### src/rtl/reg_bank_ctrl_if.sv
// reg_bank_ctrl_if: controller-side bus of the register bank.
// Carries write/read requests and the backpressured read response.
interface reg_bank_ctrl_if #(
  parameter int WIDTH  = 8,
  parameter int ADDR_W = 4
);
  logic              WrEn;
  logic              RdEn;
  logic [ADDR_W-1:0] Address;
  logic [WIDTH-1:0]  WrData;
  logic              RdReady;
  logic [WIDTH-1:0]  RdData;
  logic              RdData_Valid;
  logic              Err;

  modport master (
    output WrEn, RdEn, Address, WrData, RdReady,
    input  RdData, RdData_Valid, Err
  );

  modport slave (
    input  WrEn, RdEn, Address, WrData, RdReady,
    output RdData, RdData_Valid, Err
  );
endinterface

### src/rtl/reg_bank_ctrl.sv
// reg_bank_ctrl: config/status register bank with read handshake.
// Optional write lock on register DEPTH-1: macro REGBANK_WR_LOCK_EN.
module reg_bank_ctrl #(
  parameter int WIDTH      = 8,
  parameter int DEPTH      = 16,
  parameter int NUM_EXPORT = 4,
  parameter logic [WIDTH*NUM_EXPORT-1:0] RST_VAL =
    {8'hA0, 8'h81, 8'h00, 8'h00},
  parameter logic [DEPTH-1:0] RO_MASK = '0,
  localparam int ADDR_W = (DEPTH > 1) ? $clog2(DEPTH) : 1
) (
  input  logic                        clk,
  input  logic                        RST,
  reg_bank_ctrl_if.slave              bus,
  input  logic [WIDTH*DEPTH-1:0]      Status_In,
  output logic [WIDTH*NUM_EXPORT-1:0] REGS
);

  logic [WIDTH-1:0] mem [DEPTH];
  logic [DEPTH-1:0] hit;
  logic [DEPTH-1:0] we;
  logic             addr_ok;
  logic             ro_hit;
  logic             wr_ok;
  logic             wr_err;
  logic             rd_go;
  logic             rd_err;
  logic [WIDTH-1:0] rd_val;
  logic [WIDTH-1:0] rd_data_q;
  logic             rd_valid_q;
  logic             err_q;
  logic             key_hit;
  logic             key_go;
  logic             lock_hit;
  logic [WIDTH-1:0] key_val;

  function automatic logic [WIDTH-1:0] rst_of(int i);
    logic [WIDTH*DEPTH-1:0] full;
    full = '0;
    full[WIDTH*NUM_EXPORT-1:0] = RST_VAL;
    return full[i*WIDTH +: WIDTH];
  endfunction

  // one-hot address decode; all zero when Address >= DEPTH
  always_comb begin
    hit = '0;
    for (int i = 0; i < DEPTH; i++) begin
      hit[i] = (int'(bus.Address) == i);
    end
  end

  assign addr_ok = |hit;
  assign ro_hit  = |(hit & RO_MASK);

`ifdef REGBANK_WR_LOCK_EN
  logic lock_q;
  logic key_ok;

  assign key_hit  = hit[DEPTH-1];
  assign key_ok   = (bus.WrData[7:0] == 8'hA5);
  assign key_go   = bus.WrEn && key_hit && key_ok;
  assign lock_hit = lock_q && !key_hit
                  && |hit[NUM_EXPORT-1:0];
  assign key_val  = {{(WIDTH-1){1'b0}}, lock_q};

  // a correct key write flips the lock
  always_ff @(posedge clk) begin
    if (!RST) begin
      lock_q <= 1'b0;
    end else if (key_go) begin
      lock_q <= !lock_q;
    end
  end
`else
  assign key_hit  = 1'b0;
  assign key_go   = 1'b0;
  assign lock_hit = 1'b0;
  assign key_val  = '0;
`endif

  assign wr_ok  = bus.WrEn && addr_ok && !ro_hit
                && !key_hit && !lock_hit;
  assign we     = wr_ok ? hit : '0;
  assign wr_err = bus.WrEn && !wr_ok && !key_go;

  assign rd_go  = bus.RdEn && (!rd_valid_q || bus.RdReady);
  assign rd_err = rd_go && !addr_ok;

  // read mux sees pre-write contents; out of range reads 0
  always_comb begin
    rd_val = '0;
    for (int i = 0; i < DEPTH; i++) begin
      if (hit[i]) begin
        rd_val = rd_val | mem[i];
      end
    end
    if (key_hit) begin
      rd_val = key_val;
    end
  end

  // status registers track hardware, others take accepted writes
  always_ff @(posedge clk) begin
    for (int i = 0; i < DEPTH; i++) begin
      if (!RST) begin
        mem[i] <= rst_of(i);
      end else if (RO_MASK[i]) begin
        mem[i] <= Status_In[i*WIDTH +: WIDTH];
      end else if (we[i]) begin
        mem[i] <= bus.WrData;
      end
    end
  end

  // read response register held until the consumer takes it
  always_ff @(posedge clk) begin
    if (!RST) begin
      rd_data_q  <= '0;
      rd_valid_q <= 1'b0;
      err_q      <= 1'b0;
    end else begin
      err_q <= wr_err || rd_err;
      if (rd_go) begin
        rd_data_q  <= rd_val;
        rd_valid_q <= 1'b1;
      end else if (rd_valid_q && bus.RdReady) begin
        rd_valid_q <= 1'b0;
      end
    end
  end

  assign bus.RdData       = rd_data_q;
  assign bus.RdData_Valid = rd_valid_q;
  assign bus.Err          = err_q;

  for (genvar g = 0; g < NUM_EXPORT; g++) begin : g_exp
    assign REGS[g*WIDTH +: WIDTH] = mem[g];
  end

endmodule

### src/flat_wrapper.sv
// flat-port wrapper written by rule: the top's interface ports become plain ports
module reg_bank_ctrl_flat 
#(
  parameter int WIDTH      = 8,
  parameter int DEPTH      = 16,
  parameter int NUM_EXPORT = 4,
  parameter logic [WIDTH*NUM_EXPORT-1:0] RST_VAL =
    {8'hA0, 8'h81, 8'h00, 8'h00},
  parameter logic [DEPTH-1:0] RO_MASK = '0,
  localparam int ADDR_W = (DEPTH > 1) ? $clog2(DEPTH) : 1
)
  (clk, RST, Status_In, REGS, bus_WrEn, bus_RdEn, bus_Address, bus_WrData, bus_RdReady, bus_RdData, bus_RdData_Valid, bus_Err);
  reg_bank_ctrl_if #(.WIDTH(WIDTH)) bus_i ();
  input  logic clk;
  input  logic RST;
  input  logic [WIDTH*DEPTH-1:0] Status_In;
  output logic [WIDTH*NUM_EXPORT-1:0] REGS;
  input wire logic [$bits(bus_i.WrEn)-1:0] bus_WrEn;
  input wire logic [$bits(bus_i.RdEn)-1:0] bus_RdEn;
  input wire logic [$bits(bus_i.Address)-1:0] bus_Address;
  input wire logic [$bits(bus_i.WrData)-1:0] bus_WrData;
  input wire logic [$bits(bus_i.RdReady)-1:0] bus_RdReady;
  output wire logic [$bits(bus_i.RdData)-1:0] bus_RdData;
  output wire logic [$bits(bus_i.RdData_Valid)-1:0] bus_RdData_Valid;
  output wire logic [$bits(bus_i.Err)-1:0] bus_Err;
  assign bus_i.WrEn = bus_WrEn;
  assign bus_i.RdEn = bus_RdEn;
  assign bus_i.Address = bus_Address;
  assign bus_i.WrData = bus_WrData;
  assign bus_i.RdReady = bus_RdReady;
  assign bus_RdData = bus_i.RdData;
  assign bus_RdData_Valid = bus_i.RdData_Valid;
  assign bus_Err = bus_i.Err;
  reg_bank_ctrl #(.WIDTH(WIDTH), .DEPTH(DEPTH), .NUM_EXPORT(NUM_EXPORT), .RST_VAL(RST_VAL), .RO_MASK(RO_MASK)) u_core (.clk(clk), .RST(RST), .bus(bus_i), .Status_In(Status_In), .REGS(REGS));
endmodule
### config.mk
export PLATFORM = sky130hd
export DESIGN_NAME = reg_bank_ctrl_flat
export DESIGN_NICKNAME = d
export VERILOG_FILES = /design/src/rtl/reg_bank_ctrl_if.sv /design/src/rtl/reg_bank_ctrl.sv /design/src/flat_wrapper.sv
export SDC_FILE = /design/constraint.sdc
export NUM_CORES = 1
export LEC_CHECK = 0
export BUFFER_PORTS_ARGS = -buffer_cell sky130_fd_sc_hd__buf_2
export CORE_MARGIN = 5
export CORE_UTILIZATION = 44
export DETAILED_ROUTE_END_ITERATION = 10
export PLACE_DENSITY = 0.72
export SLEW_MARGIN = 20
export SYNTH_ARGS = -nofsm -noshare
export SYNTH_HDL_FRONTEND = slang
export SYNTH_SLANG_ARGS = --single-unit
### constraint.sdc
create_clock -name clk -period 1.6 [get_ports clk]
set_input_delay 0.16 -clock clk [delete_from_list [all_inputs] [get_ports clk]]
set_output_delay 0.16 -clock clk [all_outputs]
set_load 0.005 [all_outputs]
==> out/metrics.yaml, run 1 <==
status: "finished, final reports clean"
dpl.hpwl_mm: 11.0
cts.sink_count: 138
finalCriticalPeriod_ns: 1.49
whs_path_depth: 3
finalHoldViolCount: 0
syn_area_um2: 6730
critPathKind: "flip-flop to flip-flop"
cts_repair_resize_count: 0
wl_mm: 15.7
rr_endpoint: "u_core.bus.RdData[1]$_SDFFE_PN0P_"
rrSetupSlack_ns: 0.11
yosysMostFrequentCell: "edfxtp_1"
rr_worst_depth: 4
cts_buffers: 17
grt_antenna_before_repair: 0
period_share: 0.930
grt_pass1_vias: 4417
whs_ns: 0.0707
layout.area.seq_um2: 4040
stdcell_area_um2: 7850
start_kind: "flip-flop"
boundaryPins: 187
drt_iter0_markers: 344
grtUsageTotal: 0.184
cp_data_arrival_time_ns: 1.78
r2r-start: "u_core.mem[1][25]$_SDFFCE_PN0P_"
yosysTopAreaCell: "edfxtp_1"
drtPass1Iterations: 5
core_um2: 15100
start_util: 0.446
total_leakage_power_nw: 2.97
setup-violations-final: 0
clock_latency_ns: 0.43
synth_cells: 514
synthTopCellsByArea: "edfxtp_1, and2_1, mux2i_1"
gr-total-overflow: 0
routedWlPerCell_um: 20.1
portBuffers: 58
grt_max_degree: 20
synthTopCellsByCount: "edfxtp_1, and2_1, buf_4"
vias_per_cell: 5.37
fp.dieW_um: 134
cts_root_buf: "clkbuf_16"
drcViolationCount: 0
synth_top_area_share: 0.571
p_per_area_nw_per_um2: 1120
ant_nets: 0
slew_headroom: 0.650
postSynthNetCount: 659
clockBufferDepth: 2
max_cap_viol_count: 0
vias: 4197
synth_warnings: 0
nets: 726
fillers: 1287
multiInputGateArea_um2: 2250
peakVddDrop_v: 0.000829
die_y_um: 134
antenna_cells: 0
drive_above_1_share: 0.286
worstPathCellList: "mux4_2 -> a2bb2oi_1 -> buf_4 -> a41oi_1"
syn_avg_cell_area_um2: 13.1
ys.flop_type: "edfxtp_1"
path_max_fanout: 1
ys_ff_latch: 138
postPlaceCellArea_um2: 7260
globalplace.congestion: 0.884
hold_path_end: "u_core.bus.RdData_Valid$_SDFFE_PN0P_"
worst-slew-pin-transition_ns: 0.523
worstPathRequired_ns: 1.89
worst_path_max_delay_cell: "mux4_2"
grt_pass1_wl_mm: 24.4
num_rows: 45
synthArstFlopShare: 0
htreeDepth: 4
synth_edf_count: 128
hp-start: "bus_RdReady"
slew_violations: 0
hp-class: "primary input to flip-flop"
cts.clk_slew.worst_paths_ns: 0.06
rsz0062_at_grt: "no"
syn_to_final_growth_pct: 16.7
yosysSeqAreaShare: 0.601
synthDistinctLibCells: 46
cts_setup_buffers: 0
die-area_um2: 17900
cp-end-kind: "flip-flop"
slowest_delay_ns: 0.49
cts_tree: "done"
fmax_mhz: 672
clock-skew-final_ns: 0.0107
-- sequential cells by signal (all words and copies together), names as in the netlist --
signal                   cells
u_core.mem                 128
u_core.bus.RdData            8
u_core.bus.Err               1
u_core.bus.RdData_Valid      1
-- layout by cell type (no fill, tap or decap), types with 2 or more instances in the layout --
master | Yosys | layout
nor2_1 | 27 | 27
a41oi_1 | 5 | 5
clkbuf_1 | 10 | 2
a21oi_1 | 15 | 15
a22oi_1 | 6 | 6
nand3b_1 | 2 | 2
nor4_4 | 2 | 2
buf_2 | 9 | 58
and2_1 | 124 | 124
nor3_2 | 7 | 7
buf_12 | 0 | 4
nand2b_1 | 9 | 9
nand2_2 | 2 | 2
o22ai_1 | 8 | 8
nor2_2 | 4 | 4
clkbuf_16 | 0 | 17
edfxtp_1 | 128 | 128
dfxtp_1 | 10 | 10
nor3_4 | 2 | 2
inv_6 | 0 | 2
o21ai_0 | 22 | 14
a2bb2oi_1 | 7 | 7
clkinvlp_4 | 0 | 2
buf_4 | 34 | 47
mux2i_1 | 33 | 33
nand2_1 | 8 | 8
clkinv_4 | 0 | 2
mux4_2 | 8 | 8
clkbuf_8 | 0 | 4
or3b_1 | 2 | 2
o21ai_1 | 0 | 8
a41oi_2 | 2 | 2
-- logic make-up (layout without fill, tap and decap cells) --
kind of cell / after synthesis / count (layout) / share of synthesized area
mux: 42 / 42 / 0.0776
flops: 138 / 138 / 0.601
other cells: 1 / 1 / 0.000558
compound gates: 69 / 69 / 0.0666
buf+inv: 63 / 143 / 0.0636
simple gates: 201 / 201 / 0.190
-- worst max-delay path: cells and delay by family, from the launching register on --
kind | cells | cell delay (ns)
buffers and inverters | 1 | 0.15
muxes | 1 | 0.49
AOI/OAI and AO/OA | 2 | 0.32
DFF | 1 | 0.38
-- layer usage --
layer / vias up / part of all wire / track usage
met5: - / 0 / 0
met4: 0 / 0.016 / 0.0589
met2: 120 / 0.50 / 0.315
met3: 23 / 0.060 / 0.0461
li1: 1959 / - / -
met1: 2095 / 0.42 / 0.229
-- where the power goes --
group	internal [mW]	switching, mW
logic	0.317	0.447
clock network	2.31	1.50
registers	4.16	0.0837
-- how the worst max path moves through the flow --
stage,from,to,slack [ns],cells after the start
detailed placement,bus_Address[0],u_core.mem[1][2]$_SDFFCE_PN0P_,-0.03,6
CTS,u_core.mem[1][18]$_SDFFCE_PN0P_,u_core.bus.RdData[2]$_SDFFE_PN0P_,0.12,4
global route,u_core.mem[1][26]$_SDFFCE_PN0P_,u_core.bus.RdData[2]$_SDFFE_PN0P_,0.06,4
global placement,bus_Address[0],u_core.mem[1][5]$_SDFFCE_PN0P_,-0.01,6
floorplan,bus_Address[2],u_core.mem[1][10]$_SDFFCE_PN0P_,-0.10,5
finish,u_core.mem[1][25]$_SDFFCE_PN0P_,u_core.bus.RdData[1]$_SDFFE_PN0P_,0.11,4
-- through the flow --
| step | instances | power (mW) | setup TNS (ns) | setup WS [ns] | utilization |
|---|---|---|---|---|---|
| after global placement | 749 | 5.06 | -0.151 | -0.0128 | 0.481 |
| after floorplan | 514 | 4.77 | -3.89 | -0.101 | - |
| after detailed placement | 749 | 5.08 | -0.399 | -0.0286 | 0.481 |
| final | 782 | 8.81 | 0 | 0.111 | 0.520 |
| after global routing | 782 | 9.09 | 0 | 0.0568 | 0.520 |
| after CTS | 782 | 8.87 | 0 | 0.116 | 0.520 |
-- layout make-up --
cell class                 count  area share
inverter                       1    0.000478
clock buffer                  23      0.0622
multi-input combinational    313       0.287
sequential                   138       0.515
tap                          188      0.0300
clock inverter                 9      0.0113
timing repair buffer         110      0.0934
-- timing repair --
| action | 4_1_cts | 5_1_grt |
|---|---|---|
| hold buffers | 1 | 0 |
| hold endpoints to repair | 1 | 0 |
| setup endpoints to repair | 0 | 0 |
Power figures use the tool's default switching activity.
==> inputs of run 2 (changes only) <==
--- a/config.mk
+++ b/config.mk
@@ -7,3 +7,3 @@
 export LEC_CHECK = 0
-export BUFFER_PORTS_ARGS = -buffer_cell sky130_fd_sc_hd__buf_2
+export CAP_MARGIN = 20
 export CORE_MARGIN = 5
@@ -11,3 +11,3 @@
 export DETAILED_ROUTE_END_ITERATION = 10
-export PLACE_DENSITY = 0.72
+export DONT_BUFFER_PORTS = 1
 export SLEW_MARGIN = 20
==> constraint.sdc (replaced) <==
create_clock -name clk -period 1.6 [get_ports clk]
set_input_delay 0.32 -clock clk [delete_from_list [all_inputs] [get_ports clk]]
set_output_delay 0.32 -clock clk [all_outputs]
set_load 0.005 [all_outputs]
==> run 2 against run 1 <==
  * Fmax is 0.65% higher
  * Clock skew is 0.0041 ns lower
  * Clock-buffer cell count is 3 lower
  * Die area stayed put
  * Highest routed layer unchanged
  * Clock power is 4% higher
  * Sequential power hardly changed
  * Design area is 4.9% lower
  * Hold slack worse by 0.040 ns
  * Via count is 8.9% lower
  * Largest cell class unchanged
==> out/metrics.yaml, run 2 (synthesis gave the netlist of run 1 again) <==
clockBufferDepth: 2  # unchanged
cts_setup_buffers: 0  # unchanged
drive_above_1_share: 0.196  # -0.0904
vias_per_cell: 5.39  # +0.47%
grtUsageTotal: 0.187  # +0.00299
peakVddDrop_v: 0.000758  # -8.6%
setup-violations-final: 0  # unchanged
rsz0062_at_grt: "no"
final_core_util: 0.495  # -0.0254
grt_pass1_vias: 3956  # -10%
grt_max_degree: 43  # +110%
p_seq_frac: 0.488  # +0.006
critPathKind: "flip-flop to flip-flop"
layout_common_cells: "edfxtp_1, and2_1, buf_4, mux2i_1, nor2_1"
boundaryPins: 187  # unchanged
cp-end-kind: "flip-flop"
layout.area.seq_um2: 4040  # unchanged
r2r-start: "u_core.mem[1][26]$_SDFFCE_PN0P_"
clock-skew-final_ns: 0.00659  # -0.00410 ns
wl_mm: 15.8  # +0.45%
final_common_cell: "edfxtp_1"
drtPass1Iterations: 4  # -1
clock_latency_ns: 0.42  # about the same
swShare: 0.213  # -0.0171
die_y_um: 134  # unchanged
p_total_mw: 8.74  # -0.82%
num_rows: 45  # unchanged
slew_violations: 0  # unchanged
finalHoldViolCount: 0  # unchanged
portBuffers: 0  # -100%
status: "finished, final reports clean"
gr-total-overflow: 0  # unchanged
drt_iter0_markers: 312  # -9.3%
cts.sink_count: 138  # unchanged
pwr-share-clk: 0.454  # +0.022
top_register: "u_core.mem"
cts_repair_resize_count: 0  # unchanged
path_max_fanout: 1  # unchanged
start_kind: "flip-flop"
syn_to_final_growth_pct: 11.0
postPlaceCellArea_um2: 6870  # -5.4%
dpl.hpwl_mm: 10.8  # -1.3%
cts_tree: "done"
p_per_area_nw_per_um2: 1170  # +4.3%
rrSetupSlack_ns: 0.12  # about the same
routedWlPerCell_um: 22.3  # +11%
cts.clk_slew.worst_paths_ns: 0.06  # about the same
start_util: 0.446  # unchanged
worstPathRequired_ns: 1.88  # about the same
period_share: 0.924  # -0.00600
antenna_cells: 0  # unchanged
fmax_mhz: 676  # +0.65%
die-area_um2: 17900  # unchanged
fillers: 1304  # +1.3%
total_leakage_power_nw: 2.67  # -10%
hp-start: "bus_RdEn"
nets: 653  # -10%
hp-class: "primary input to flip-flop"
finalCriticalPeriod_ns: 1.48  # -0.00960 ns
vias: 3823  # -8.9%
largest_register_ff_count: 128  # unchanged
core_um2: 15100  # unchanged
p_switching_mw: 1.86  # -8.2%
cp_data_arrival_time_ns: 1.76  # -0.02 ns
p_comb_frac: 0.058  # -0.029
ctsHoldBuffers: 0  # -1
multiInputGateArea_um2: 2270  # +0.67%
stdcell_area_um2: 7460  # -4.9%
htreeDepth: 4  # unchanged
max_cap_viol_count: 0  # unchanged
cts_buffers: 17  # unchanged
crit_path_start: "u_core.mem[1][26]$_SDFFCE_PN0P_"
intPower_mw: 6.88  # +1.4%
globalplace.congestion: 0.871  # -1.5%
fp.dieW_um: 134  # unchanged
drcViolationCount: 0  # unchanged
grt_pass1_wl_mm: 24.2  # -0.62%
cts_root_buf: "clkbuf_16"
grt_antenna_before_repair: 0  # unchanged
ant_nets: 0  # unchanged
==> run 2: changes by cell type in the layout (fill, tap and decap cells not counted), sizes merged <==
| cell | change |
|---|---|
| buf | -72 |
| clkbuf | -3 |
| clkinv | +3 |
| bufinv | +2 |
| inv | -2 |
| dlygate4sd3 | -1 |
==> run 2: layout make-up <==
class	count	area share
Tap cell	188	0.0315
Clock buffer	20	0.0598
Inverter	1	0.000503
Multi-Input combinational cell	313	0.304
Clock inverter	12	0.0201
Timing Repair Buffer	37	0.0422
Sequential cell	138	0.542
==> run 2: final timing paths <==
check / cells after the start / end
worst min-delay path: 2 / u_core.bus.RdData_Valid$_SDFFE_PN0P_
worst max register to register: 3 / u_core.bus.RdData[2]$_SDFFE_PN0P_
worst min register to register: 2 / u_core.bus.RdData_Valid$_SDFFE_PN0P_
worst max-delay path: 3 / u_core.bus.RdData[2]$_SDFFE_PN0P_
==> run 2: per-stage QoR <==
stage,worst slack [ns],setup TNS [ns],cells,hold WS [ns]
floorplan,-0.204,-12.35,514,0.459
global placement,0.113,0,677,0.465
detailed placement,0.0870,0,677,0.469
CTS,0.126,0,709,0.0187
global route,0.0337,0,709,0.0333
finish,0.121,0,709,0.0308
==> run 2: metal layers <==
layer	part of all wire	vias to the layer above	wire (um)	global-route usage
met3	0.078	23	1240	0.0653
li1	-	1811	-	-
met2	0.49	111	7760	0.302
met1	0.41	1878	6480	0.231
met4	0.020	0	318	0.0709
met5	0	-	0	0
==> run 2: power groups by stage <==
stage / Combinational, mW / Sequential [mW] / Clock, mW
6_report: 0.506 / 4.26 / 3.97
4_1_cts: 0.513 / 4.27 / 4.00
2_1_floorplan: 0.489 / 4.29 / 0
3_5_place_dp: 0.510 / 4.34 / 0
3_3_place_gp: 0.503 / 4.33 / 0
5_1_grt: 0.548 / 4.29 / 4.18
==> run 2: worst max-delay path, stage by stage, from the launching register on <==
cell and delay (ns):
edfxtp_1 0.35, mux4_2 0.49, a2bb2oi_1 0.31, a41oi_1 0.18
==> inputs of run 3 (changes only) <==
- CORE_ASPECT_RATIO: unset -> 0.5
==> run 3 against run 2 <==
  * Register-to-register slack got worse by 0.08 ns
  * Largest cell class unchanged
  * Clock-buffer cell count shrank 1
  * Fmax down 5.4%
  * Sequential power is essentially flat
  * Clock skew up 0.0038 ns
  * First-iteration DRC count up 1.3%
==> out/metrics.yaml, run 3 (synthesis gave the netlist of run 1 again) <==
fin_cells: 723  # +2.0%
largest_register_ff_count: 128  # unchanged
worstPathCellList: "mux4_2 -> a2bb2oi_1 -> a41oi_1"
routedWlPerCell_um: 22.9  # +3.0%
htreeDepth: 4  # unchanged
dp_worst_setup_slack_ns: 0.0747  # -0.0123 ns
critical_path.top_delay_family: "compound AO/OA/AOI/OAI gates"
drt_iter0_markers: 316  # +1.3%
layout_common_cells: "edfxtp_1, and2_1, buf_4, mux2i_1, nor2_1"
core_um2: 14700  # -2.6%
slew_violations: 0  # unchanged
start_kind: "flip-flop"
setup-violations-final: 0  # unchanged
path_max_fanout: 1  # unchanged
finalHoldViolCount: 0  # unchanged
finalWorstSetupSlack_ns: 0.0374  # -0.0836 ns
ant_nets: 0  # unchanged
nets: 657  # +0.61%
globalplace.congestion: 0.823  # -5.5%
cp_data_arrival_time_ns: 1.84  # +0.08 ns
clock-skew-final_ns: 0.0104  # +0.00380 ns
grt_pass1_wl_mm: 24.7  # +1.8%
hp-class: "primary input to flip-flop"
grt_antenna_before_repair: 0  # unchanged
top_register: "u_core.mem"
cts_setup_buffers: 0  # unchanged
rsz0062_at_grt: "no"
dpl.hpwl_mm: 11.1  # +2.5%
critPathKind: "flip-flop to flip-flop"
grt_pass1_vias: 3890  # -1.7%
worstPathRequired_ns: 1.88  # about the same
clock_latency_ns: 0.42  # about the same
total_leakage_power_nw: 2.69  # +0.76%
cts_buffers: 17  # unchanged
vias_per_cell: 5.46  # +1.2%
place_inst: 691  # +2.1%
drcViolationCount: 0  # unchanged
p_per_area_nw_per_um2: 1160  # -0.91%
boundaryPins: 187  # unchanged
wl_mm: 16.6  # +5.0%
max_cap_viol_count: 0  # unchanged
gr-total-overflow: 0  # unchanged
cts.clk_slew.worst_paths_ns: 0.06  # about the same
p_total_mw: 8.68  # -0.67%
antenna_cells: 0  # unchanged
vias: 3947  # +3.2%
status: "finished, final reports clean"
grt_max_degree: 43  # unchanged
layout.area.seq_um2: 4040  # unchanged
drtPass1Iterations: 5  # +1
finalCriticalPeriod_ns: 1.56  # +0.0836 ns
worst_path_max_delay_cell: "mux4_2"
cts.sink_count: 138  # unchanged
portBuffers: 0  # unchanged
final_common_cell: "edfxtp_1"
syn_to_final_growth_pct: 11.3
die_y_um: 97.4  # -27%
period_share: 0.977  # +0.0523
slowest_delay_ns: 0.49  # about the same
clockBufferDepth: 2  # unchanged
cts_root_buf: "clkbuf_16"
grtUsageTotal: 0.185  # -0.00131
ctsHoldBuffers: 0  # unchanged
die-area_um2: 18000  # +0.84%
critPathBufInv: 0  # unchanged
tns_ns: 0  # unchanged
peakVddDrop_v: 0.000764  # +0.82%
cts_tree: "done"
drive_above_1_share: 0.200  # +0.00422
fillers: 1224  # -6.1%
num_rows: 31  # -31%
multiInputGateArea_um2: 2270  # unchanged
cts_repair_resize_count: 0  # unchanged
cp-end-kind: "flip-flop"
fp.dieW_um: 185  # +38%
start_util: 0.458  # +0.0118
fmax_mhz: 640  # -5.4%
-- run 3: cell count changes in the layout (fill, tap and decap cells not counted) --
cell,change
inv_6,+1
clkbuf_8,-1
buf_12,-1
clkinvlp_4,-2
clkinv_1,+1
clkinv_2,+1
buf_4,+5
-- run 3: path summary, 6_finish.rpt --
kind,cells past startpoint,start,endpoint,slack [ns]
min reg2reg,2,u_core.mem[1][53]$_SDFFCE_PN0P_,u_core.bus.RdData[5]$_SDFFE_PN0P_,0.55
min,2,bus_RdEn,u_core.bus.RdData_Valid$_SDFFE_PN0P_,0.04
max reg2reg,3,u_core.mem[1][26]$_SDFFCE_PN0P_,u_core.bus.RdData[2]$_SDFFE_PN0P_,0.04
max,3,u_core.mem[1][26]$_SDFFCE_PN0P_,u_core.bus.RdData[2]$_SDFFE_PN0P_,0.04
-- run 3: layer usage --
| layer | track usage | vias up | wire [um] |
|---|---|---|---|
| met5 | 0 | - | 0 |
| met4 | 0.0569 | 0 | 225 |
| met3 | 0.0389 | 17 | 1170 |
| met2 | 0.269 | 133 | 7310 |
| met1 | 0.278 | 1976 | 7890 |
| li1 | - | 1821 | - |
-- run 3: through the flow --
stage	instance area [um^2]	hold WS, ns	utilization
final	7480	0.0381	0.509
after global routing	7480	0.0409	0.509
after CTS	7480	0.0270	0.509
after detailed placement	6900	0.466	0.469
after global placement	6900	0.460	0.469
after floorplan	6740	0.459	-
-- run 3: area by class of cell --
| cell class | count | area share |
|---|---|---|
| inverters | 1 | 0.000502 |
| well taps | 198 | 0.0331 |
| clock buffers | 19 | 0.0578 |
| multi-input cells | 313 | 0.303 |
| flip-flops and latches | 138 | 0.540 |
| clock inverters | 13 | 0.0204 |
| repair buffers | 41 | 0.0445 |
-- run 3: report_power, final --
group          internal [mW]  switching [mW]
combinational          0.233           0.275
sequential              4.16           0.109
clock                   2.44            1.46
total                   6.83            1.85
